[config.mk]
export PLATFORM = sky130hd
export DESIGN_NAME = audio_key_controller_flat
export DESIGN_NICKNAME = d
export VERILOG_FILES = /design/src/rtl/audio_key_controller_if.sv /design/src/rtl/audio_key_controller.sv /design/src/flat_wrapper.sv
export SDC_FILE = /design/constraint.sdc
export NUM_CORES = 1
export LEC_CHECK = 0
export BUFFER_PORTS_ARGS = -buffer_cell sky130_fd_sc_hd__buf_2
export CORE_ASPECT_RATIO = 1.4
export CORE_MARGIN = 3
export CORE_UTILIZATION = 59
export CTS_CLUSTER_DIAMETER = 30
export DETAILED_ROUTE_END_ITERATION = 10
export GPL_TIMING_DRIVEN = 0
export PLACE_DENSITY_LB_ADDON = 0.15
export SYNTH_ARGS = -nofsm -noshare
export SYNTH_HDL_FRONTEND = slang
export SYNTH_SLANG_ARGS = --single-unit
export TNS_END_PERCENT = 50
[constraint.sdc]
create_clock -name clk -period 3.75 [get_ports clk]
set_input_delay 1.125 -clock clk [delete_from_list [all_inputs] [get_ports clk]]
set_output_delay 1.125 -clock clk [all_outputs]
set_load 0.01 [all_outputs]
[src/rtl/audio_key_controller_if.sv]
// Command/status bundle between the PS/2 front end and the audio key controller.
// The master drives scan codes; the slave (controller) returns playback status and pacing.
interface audio_key_controller_if #(
  parameter int DIV_W = 16
);
  logic [7:0]       keyboard_in;
  logic             key_strobe;
  logic             play;
  logic             forward_backward;
  logic [7:0]       key_out;
  logic             sample_tick;
  logic             restart;
  logic [DIV_W-1:0] period;

  modport master (
    output keyboard_in, key_strobe,
    input  play, forward_backward, key_out, sample_tick, restart, period
  );

  modport slave (
    input  keyboard_in, key_strobe,
    output play, forward_backward, key_out, sample_tick, restart, period
  );
endinterface

[src/rtl/audio_key_controller.sv]
// Decodes PS/2 scan codes into play/pause, direction, restart and speed commands,
// and paces the sample path with a programmable-period tick while playing.
module audio_key_controller #(
  parameter bit         EDGE_MODE   = 1'b0,
  parameter int         DIV_W       = 16,
  parameter int         BASE_DIV    = 2272,
  parameter int         STEP_DIV    = 227,
  parameter int         MIN_DIV     = 1136,
  parameter int         MAX_DIV     = 4544,
  parameter logic [7:0] KEY_PLAY    = 8'h24,
  parameter logic [7:0] KEY_STOP    = 8'h23,
  parameter logic [7:0] KEY_FWD     = 8'h2B,
  parameter logic [7:0] KEY_BWD     = 8'h2C,
  parameter logic [7:0] KEY_RESTART = 8'h2D,
  parameter logic [7:0] KEY_FASTER  = 8'h3C,
  parameter logic [7:0] KEY_SLOWER  = 8'h3B,
  parameter logic [7:0] KEY_NORMAL  = 8'h31
) (
  input  logic                  clk,
  input  logic                  reset,
  audio_key_controller_if.slave bus
);

  typedef enum logic [1:0] {S_IDLE, S_PLAYING, S_PAUSED} state_t;

  localparam logic [DIV_W-1:0] L_BASE = DIV_W'(BASE_DIV);
  localparam logic [DIV_W:0]   L_STEP = (DIV_W+1)'(STEP_DIV);
  localparam logic [DIV_W:0]   L_MIN  = (DIV_W+1)'(MIN_DIV);
  localparam logic [DIV_W:0]   L_MAX  = (DIV_W+1)'(MAX_DIV);

  state_t           r_state, w_state_next;
  logic [7:0]       r_prev_key;
  logic [DIV_W-1:0] r_cnt, w_cnt_next;
  logic [DIV_W-1:0] r_period, w_period_next;
  logic             r_play, r_fwd, w_fwd_next;
  logic [7:0]       r_key_out, w_key_out_next;
  logic             r_tick, w_tick_next;
  logic             r_restart, w_restart_next;
  logic             w_accept;
  logic [DIV_W:0]   w_period_ext;
  logic [DIV_W:0]   w_period_up;

  assign w_accept     = EDGE_MODE ? (bus.keyboard_in != r_prev_key) : bus.key_strobe;
  assign w_period_ext = {1'b0, r_period};
  assign w_period_up  = w_period_ext + L_STEP;

  always_comb begin
    // NOTE: every signal gets a default before any branch so no latch is inferred.
    w_state_next   = r_state;
    w_fwd_next     = r_fwd;
    w_period_next  = r_period;
    w_cnt_next     = r_cnt;
    w_tick_next    = 1'b0;
    w_restart_next = 1'b0;

    // Tick decision uses the current state, so a stop key cannot swallow a due tick.
    if (r_state == S_PLAYING) begin
      if (r_cnt >= r_period - DIV_W'(1)) begin
        w_tick_next = 1'b1;
        w_cnt_next  = '0;
      end else begin
        w_cnt_next = r_cnt + DIV_W'(1);
      end
    end

    if (w_accept) begin
      if (r_state == S_IDLE) begin
        if (bus.keyboard_in == KEY_PLAY) begin
          w_state_next = S_PLAYING;
          w_cnt_next   = '0;
        end
      end else begin
        case (bus.keyboard_in)
          KEY_PLAY:    w_state_next = S_PLAYING;
          KEY_STOP:    w_state_next = S_PAUSED;
          KEY_FWD:     w_fwd_next   = 1'b1;
          KEY_BWD:     w_fwd_next   = 1'b0;
          KEY_RESTART: begin
            w_restart_next = 1'b1;
            w_cnt_next     = '0;
            w_tick_next    = 1'b0;
          end
          KEY_FASTER:
            w_period_next = (w_period_ext < L_MIN + L_STEP) ? L_MIN[DIV_W-1:0]
                                                            : r_period - L_STEP[DIV_W-1:0];
          KEY_SLOWER:
            w_period_next = (w_period_up > L_MAX) ? L_MAX[DIV_W-1:0] : w_period_up[DIV_W-1:0];
          KEY_NORMAL:  w_period_next = L_BASE;
          default:     ;
        endcase
      end
    end

    case (w_state_next)
      S_PLAYING: w_key_out_next = KEY_PLAY;
      S_PAUSED:  w_key_out_next = KEY_STOP;
      default:   w_key_out_next = 8'h00;
    endcase
  end

  // NOTE: sequential state uses non-blocking assignments; reset is synchronous and wins over any key or tick.
  always_ff @(posedge clk) begin
    if (reset) begin
      r_state    <= S_IDLE;
      r_prev_key <= 8'h00;
      r_cnt      <= '0;
      r_period   <= L_BASE;
      r_play     <= 1'b0;
      r_fwd      <= 1'b1;
      r_key_out  <= 8'h00;
      r_tick     <= 1'b0;
      r_restart  <= 1'b0;
    end else begin
      r_state    <= w_state_next;
      r_prev_key <= bus.keyboard_in;
      r_cnt      <= w_cnt_next;
      r_period   <= w_period_next;
      r_play     <= (w_state_next == S_PLAYING);
      r_fwd      <= w_fwd_next;
      r_key_out  <= w_key_out_next;
      r_tick     <= w_tick_next;
      r_restart  <= w_restart_next;
    end
  end

  assign bus.play             = r_play;
  assign bus.forward_backward = r_fwd;
  assign bus.key_out          = r_key_out;
  assign bus.sample_tick      = r_tick;
  assign bus.restart          = r_restart;
  assign bus.period           = r_period;

endmodule
[src/flat_wrapper.sv]
// flat-port wrapper written by rule: the top's interface ports become plain ports
module audio_key_controller_flat 
#(
  parameter bit         EDGE_MODE   = 1'b0,
  parameter int         DIV_W       = 16,
  parameter int         BASE_DIV    = 2272,
  parameter int         STEP_DIV    = 227,
  parameter int         MIN_DIV     = 1136,
  parameter int         MAX_DIV     = 4544,
  parameter logic [7:0] KEY_PLAY    = 8'h24,
  parameter logic [7:0] KEY_STOP    = 8'h23,
  parameter logic [7:0] KEY_FWD     = 8'h2B,
  parameter logic [7:0] KEY_BWD     = 8'h2C,
  parameter logic [7:0] KEY_RESTART = 8'h2D,
  parameter logic [7:0] KEY_FASTER  = 8'h3C,
  parameter logic [7:0] KEY_SLOWER  = 8'h3B,
  parameter logic [7:0] KEY_NORMAL  = 8'h31
)
  (clk, reset, bus_keyboard_in, bus_key_strobe, bus_play, bus_forward_backward, bus_key_out, bus_sample_tick, bus_restart, bus_period);
  audio_key_controller_if #(.DIV_W(DIV_W)) bus_i ();
  input  logic clk;
  input  logic reset;
  input wire logic [$bits(bus_i.keyboard_in)-1:0] bus_keyboard_in;
  input wire logic [$bits(bus_i.key_strobe)-1:0] bus_key_strobe;
  output wire logic [$bits(bus_i.play)-1:0] bus_play;
  output wire logic [$bits(bus_i.forward_backward)-1:0] bus_forward_backward;
  output wire logic [$bits(bus_i.key_out)-1:0] bus_key_out;
  output wire logic [$bits(bus_i.sample_tick)-1:0] bus_sample_tick;
  output wire logic [$bits(bus_i.restart)-1:0] bus_restart;
  output wire logic [$bits(bus_i.period)-1:0] bus_period;
  assign bus_i.keyboard_in = bus_keyboard_in;
  assign bus_i.key_strobe = bus_key_strobe;
  assign bus_play = bus_i.play;
  assign bus_forward_backward = bus_i.forward_backward;
  assign bus_key_out = bus_i.key_out;
  assign bus_sample_tick = bus_i.sample_tick;
  assign bus_restart = bus_i.restart;
  assign bus_period = bus_i.period;
  audio_key_controller #(.EDGE_MODE(EDGE_MODE), .DIV_W(DIV_W), .BASE_DIV(BASE_DIV), .STEP_DIV(STEP_DIV), .MIN_DIV(MIN_DIV), .MAX_DIV(MAX_DIV), .KEY_PLAY(KEY_PLAY), .KEY_STOP(KEY_STOP), .KEY_FWD(KEY_FWD), .KEY_BWD(KEY_BWD), .KEY_RESTART(KEY_RESTART), .KEY_FASTER(KEY_FASTER), .KEY_SLOWER(KEY_SLOWER), .KEY_NORMAL(KEY_NORMAL)) u_core (.clk(clk), .reset(reset), .bus(bus_i));
endmodule
**Word-level counts from Yosys, hierarchy flattened**

Index checks and enable logic that the tools add are counted.

- Register bits after elaboration: 46
- Bits of input ports: 11
- Output and inout port bits: 28
- Word-level logic and storage cells: 55

- Add/sub/neg operators: 4
- Order comparisons: 3
- Equality and inequality tests: 11
- Multiplexer cells: 21
- Bitwise operators: 2
- Reductions and logical operators: 6

Operator list:

| kind | count |
|---|---|
| two-way mux 16 bit | 8 |
| == test 8 x 6 -> 1 bit, second input constant | 8 |
| one-hot mux 16 bit (3 select lines) | 1 |
| adder 16 x 8 -> 17 bit, second input constant | 1 |
| > comparator 17 x 13 -> 1 bit, second input constant | 1 |
| adder 16 x 1 -> 16 bit, second input constant | 1 |
| greater-or-equal comparator 16 bit | 1 |
| less-than comparator 16 x 11 -> 1 bit, second input constant | 1 |
| subtractor 16 x 1 -> 16 bit, second input constant | 1 |
| subtractor 16 x 8 -> 16 bit, second input constant | 1 |
| one-hot mux 6 bit (2 select lines) | 1 |
| two-way mux 1 bit | 6 |
| two-way mux 2 bit | 3 |
| AND reduction 3 bit | 2 |
| == test 2 x 1 -> 1 bit, second input constant | 2 |
| one-hot mux 2 bit (2 select lines) | 1 |
| nonzero test 3 bit | 1 |
| OR reduction 3 bit | 1 |
| == test 2 bit, second input constant | 1 |
| zero test 2 bit | 1 |
| NOT 1 bit | 2 |
| one-hot mux 1 bit (2 select lines) | 1 |
| nonzero test 2 bit | 1 |

**Longest topological paths before layout**

- Depth in word-level cells: 7
- Mapped depth: 17

**Least setup slack after synthesis**

No wires, ideal clock.

- Path kind: reg-to-reg
- From: register u_core.r_period[0] (netlist: u_core.bus.period[0])
- To: register u_core.r_cnt[6]
- Data arrival time: 2.874 ns
- Slack: 0.760 ns
- Cell stages (with the launch flop): 17
- Buffers on the path: 3
- Clock period less this slack: 2.990 ns
- Cell sequence: dfxtp_1 -> buf_2 -> inv_1 -> ha_1 -> clkbuf_1 -> nand2_1 -> nor2_1 -> nand2_1 -> xor2_1 -> ha_1 -> a21o_1 -> a21oi_1 -> o21ai_0 -> o21ai_0 -> or3_1 -> clkbuf_1 -> and3_1

- Cells in the longest elaborated chain, start to end: 7

RTL lines:

| what | line | source |
|---|---|---|
| from (decl) | audio_key_controller.sv:34 | `logic [DIV_W-1:0] r_period, w_period_next;` |
| from (signal assigned) | audio_key_controller.sv:117 | `r_period <= w_period_next;` |
| subtractor 16 x 1 -> 16 bit * | audio_key_controller.sv:58 | `if (r_cnt >= r_period - DIV_W'(1)) begin` |
| greater-or-equal comparator 16 bit * | audio_key_controller.sv:58 |  |
| two-way mux 16 bit * | audio_key_controller.sv:58 |  |
| two-way mux 16 bit * | audio_key_controller.sv:57 | `if (r_state == S_PLAYING) begin` |
| two-way mux 16 bit, on equally long branches | audio_key_controller.sv:73, audio_key_controller.sv:68 |  |
| two-way mux 16 bit | audio_key_controller.sv:67 | `if (r_state == S_IDLE) begin` |
| two-way mux 16 bit * | audio_key_controller.sv:66 | `if (w_accept) begin` |
| to (signal assigned) | audio_key_controller.sv:116 | `r_cnt <= w_cnt_next;` |
| to (decl) | audio_key_controller.sv:33 | `logic [DIV_W-1:0] r_cnt, w_cnt_next;` |

Every way passes the cells marked *; elsewhere a longest branch is shown, timed or not.
A chain may end at the register's enable or synchronous reset.

**Worst setup path after layout**

- From: register u_core.r_period[2] (netlist: u_core.bus.period[2])
- To: register u_core.r_cnt[13]

The elaborated chain is that of the path after synthesis.

==> flow_summary.ini <==
[clocking]
clkSinkCount = 40
insertion_delay_ns = 0.32
cts_setup_buffers = 0
clkSlewWorstSetupHoldPaths_ns = 0.10
cts_max_level = 2
cts_buffers = 5
cts_root_buffer = clkbuf_8
hold_buffers = 0
cts_tree = yes
clock_path_buffers = 2

[logic_synthesis]
syn_inst = 447
netlist_top_cells_area = dfxtp_1, ha_1, xnor2_1
seq_area_frac_synth_pct = 23.6
synth_xor_area_share_pct = 8.53
synth_common_cells = nor2_1, dfxtp_1, nand2_1, a21oi_1, ha_1
synth_seq_cells = 40
synthMostInstantiatedCell = nor2_1
post-synth-top-area-cell = dfxtp_1
synth_cell_types = 70
ys_warn_count = 0
yosys.area_share.simple_pct = 29.8
syn_avg_cell_area_sq_um = 7.58
async_flop_share_pct = 0
synth_top_family_by_area = simple AND/OR/NAND/NOR gates
synthesis.area_sq_um = 3390
synth_edf_count = 0
synthFlopType = dfxtp_1
synth_compound_area_share_pct = 21.7
synth-adder-area-share_pct = 8.12
synth_mux_area_share_pct = 1.59
yosysTopAreaCellShare_pct = 23.6

[cells_and_area]
layout.nets = 522
fin_util_pct = 69.2
syn_to_final_growth_pct = 12.8
antenna_cells = 0
drive_above_1_share_pct = 14.9
fillers = 493

[sta]
max_slew_margin_pct = 41.8
worst_slew_pin_slew_ns = 0.869
whs_ns = 0.526
clock_skew_ns = 0.0162
slew_viol_final = 0
fin_crit_sh_pct = 91.8
finalHoldViolations = 0
rsz0062_at_grt = false
fmax_mhz = 290
fin_ws_ns = 0.307
min_period_ns = 3.44
setup_viol = 0
finalSetupTns_ns = 0

[die]
pin_count = 39
core_sq_um = 5530
start_util_pct = 61.3
die-area_sq_um = 6700
die_y_um = 95.7
dieWidth_um = 70.1
row_count = 32

[worst_setup_path]
critPathLaunchType = flop
path_class = reg2reg
r2r_cells = 14
cpMaxStageDelayCell = nor3_1
cp_num_buf_inv = 2
slowest_delay_ns = 0.41
worstPathRequired_ns = 4.00
cp.arrival_ns = 3.69
critPathTopFamily = simple AND/OR/NAND/NOR gates
path_cells = buf_2, nor3_1, nand2_1, nor3_1, xnor2_1, ha_1, a21o_1, a21o_1, a21oi_1, nand2_1, o21ai_0, or3_1, clkbuf_2, and3_1
path_max_fanout = 10
path_depth = 14
end_kind = flop

[placement]
place_congestion = 0.978
pre_cts_ws_ns = 0.0277
portBuffers = 32
hpwl_um = 7090

[route]
wl_per_cell_um = 16.8
wirelength_um = 9370
firstDrtPassIters = 6
ant_nets = 0
vias_per_cell = 6.27
drt_iter0_drc = 153
num_vias = 3497
drc = 0

[power_and_ir_drop]
clockPowerShare_pct = 52.3
power_switching_uw = 195
p_sw_share_pct = 20.2
cellPowerDensity_nw_per_um2 = 252
internal-power_uw = 770
ir_worst_vdd_v = 0.000164
power_leakage_uw = 0.00162
combPwrFrac_pct = 3.7
seqPwrFrac_pct = 44.0

[flow_run]
drv_cap = 0

[hold_path]
hold_class = reg2reg
hold_depth = 2

[global_route]
grtUsageTotal_pct = 28.6
grt_overflow = 0
grt_pass1_wl_um = 15300
grt_pass1_vias = 3364
grt_start_max_net_pins = 14
antenna_found_initial = 0

[outcome]
status = complete, no violations
[metrics by stage]
step	cells	cell area, sq um	power [uW]
after floorplan	450	3400	457
after global placement	550	3650	468
after detailed placement	550	3650	470
after CTS	558	3810	966
after global routing	558	3820	981
final	558	3820	966
[path summary, 6_finish.rpt]
check	slack, ns	startpoint	endpoint
setup reg to reg	0.31	u_core.bus.period[2]	u_core.r_cnt[13]
hold reg to reg	0.53	u_core.r_cnt[1]	u_core.r_cnt[1]
setup / recovery	0.31	u_core.bus.period[2]	u_core.r_cnt[13]
hold / removal	0.53	u_core.r_cnt[1]	u_core.r_cnt[1]
[repair_timing]
action | 4_1_cts | 5_1_grt
resized for setup | 1 | 6
endpoints found under the setup margin | 10 | 10
hold endpoints to repair | 0 | 0
[worst reg2reg max path, delay by kind of cell (launching register included)]
family	cells	cell delay [ns]
buf+inv	2	0.42
simple gates	6	1.36
xor+xnor	1	0.17
fa+ha+maj	1	0.27
compound gates	4	0.82
flops	1	0.35
[metal layers]
layer | vias to the layer above | track usage, % | part of all wire (%)
li1 | 1700 | - | -
met1 | 1658 | 32.9 | 40
met2 | 118 | 52.8 | 53
met3 | 21 | 4.11 | 5.1
met4 | 0 | 12.0 | 1.5
met5 | - | 0 | 0
[power by group through the flow]
stage | logic, uW | registers [uW] | clock network [uW]
global placement | 33.6 | 435 | 0
detailed placement | 34.7 | 435 | 0
finish | 35.6 | 425 | 505
global route | 39.9 | 425 | 516
floorplan | 21.7 | 435 | 0
CTS | 34.8 | 425 | 507
[state kept, by name, summed over array words and instances, names as in the netlist]
signal                       count
u_core.bus.period               16
u_core.r_state                   2
u_core.bus.forward_backward      1
u_core.bus.sample_tick           1
u_core.r_cnt                    16
u_core.bus.key_out               3
u_core.bus.restart               1
[cell usage in the layout (no fill, tap or decap), types with 4 or more instances in the layout]
master    instances
ha_1             22
nor3_1           17
and3_1           16
clkbuf_1         12
a21o_1            5
dfxtp_1          40
o21a_1            6
nand4_1           6
buf_1             6
nor2_1           42
nor2b_1          13
or3_1             6
nand3_1          18
inv_1            11
o211ai_1          5
nand2b_1          9
o21ai_0          19
buf_4             7
conb_1            4
clkbuf_8          5
a31oi_1           6
xnor2_1          21
nand2_1          37
xor2_1           12
buf_2            38
o22ai_1           4
a21oi_1          28
[logic make-up after synthesis]
family,count (synthesis)
flops,40
simple gates,192
compound gates,108
mux,5
other cells,1
fa+ha+maj,22
xor+xnor,33
buf+inv,46
[area by class of cell]
class	instances	area [sq um]	area share, %
plain buffers	35	183	4.78
clock buffers	5	68.8	1.80
clock inverters	3	90.1	2.36
inverters	11	41.3	1.08
multi-input cells	364	2400	62.6
flip-flops and latches	40	801	20.9
well taps	68	85.1	2.22
repair buffers	32	160	4.19
Note: power is estimated with default switching activity, not from simulation.
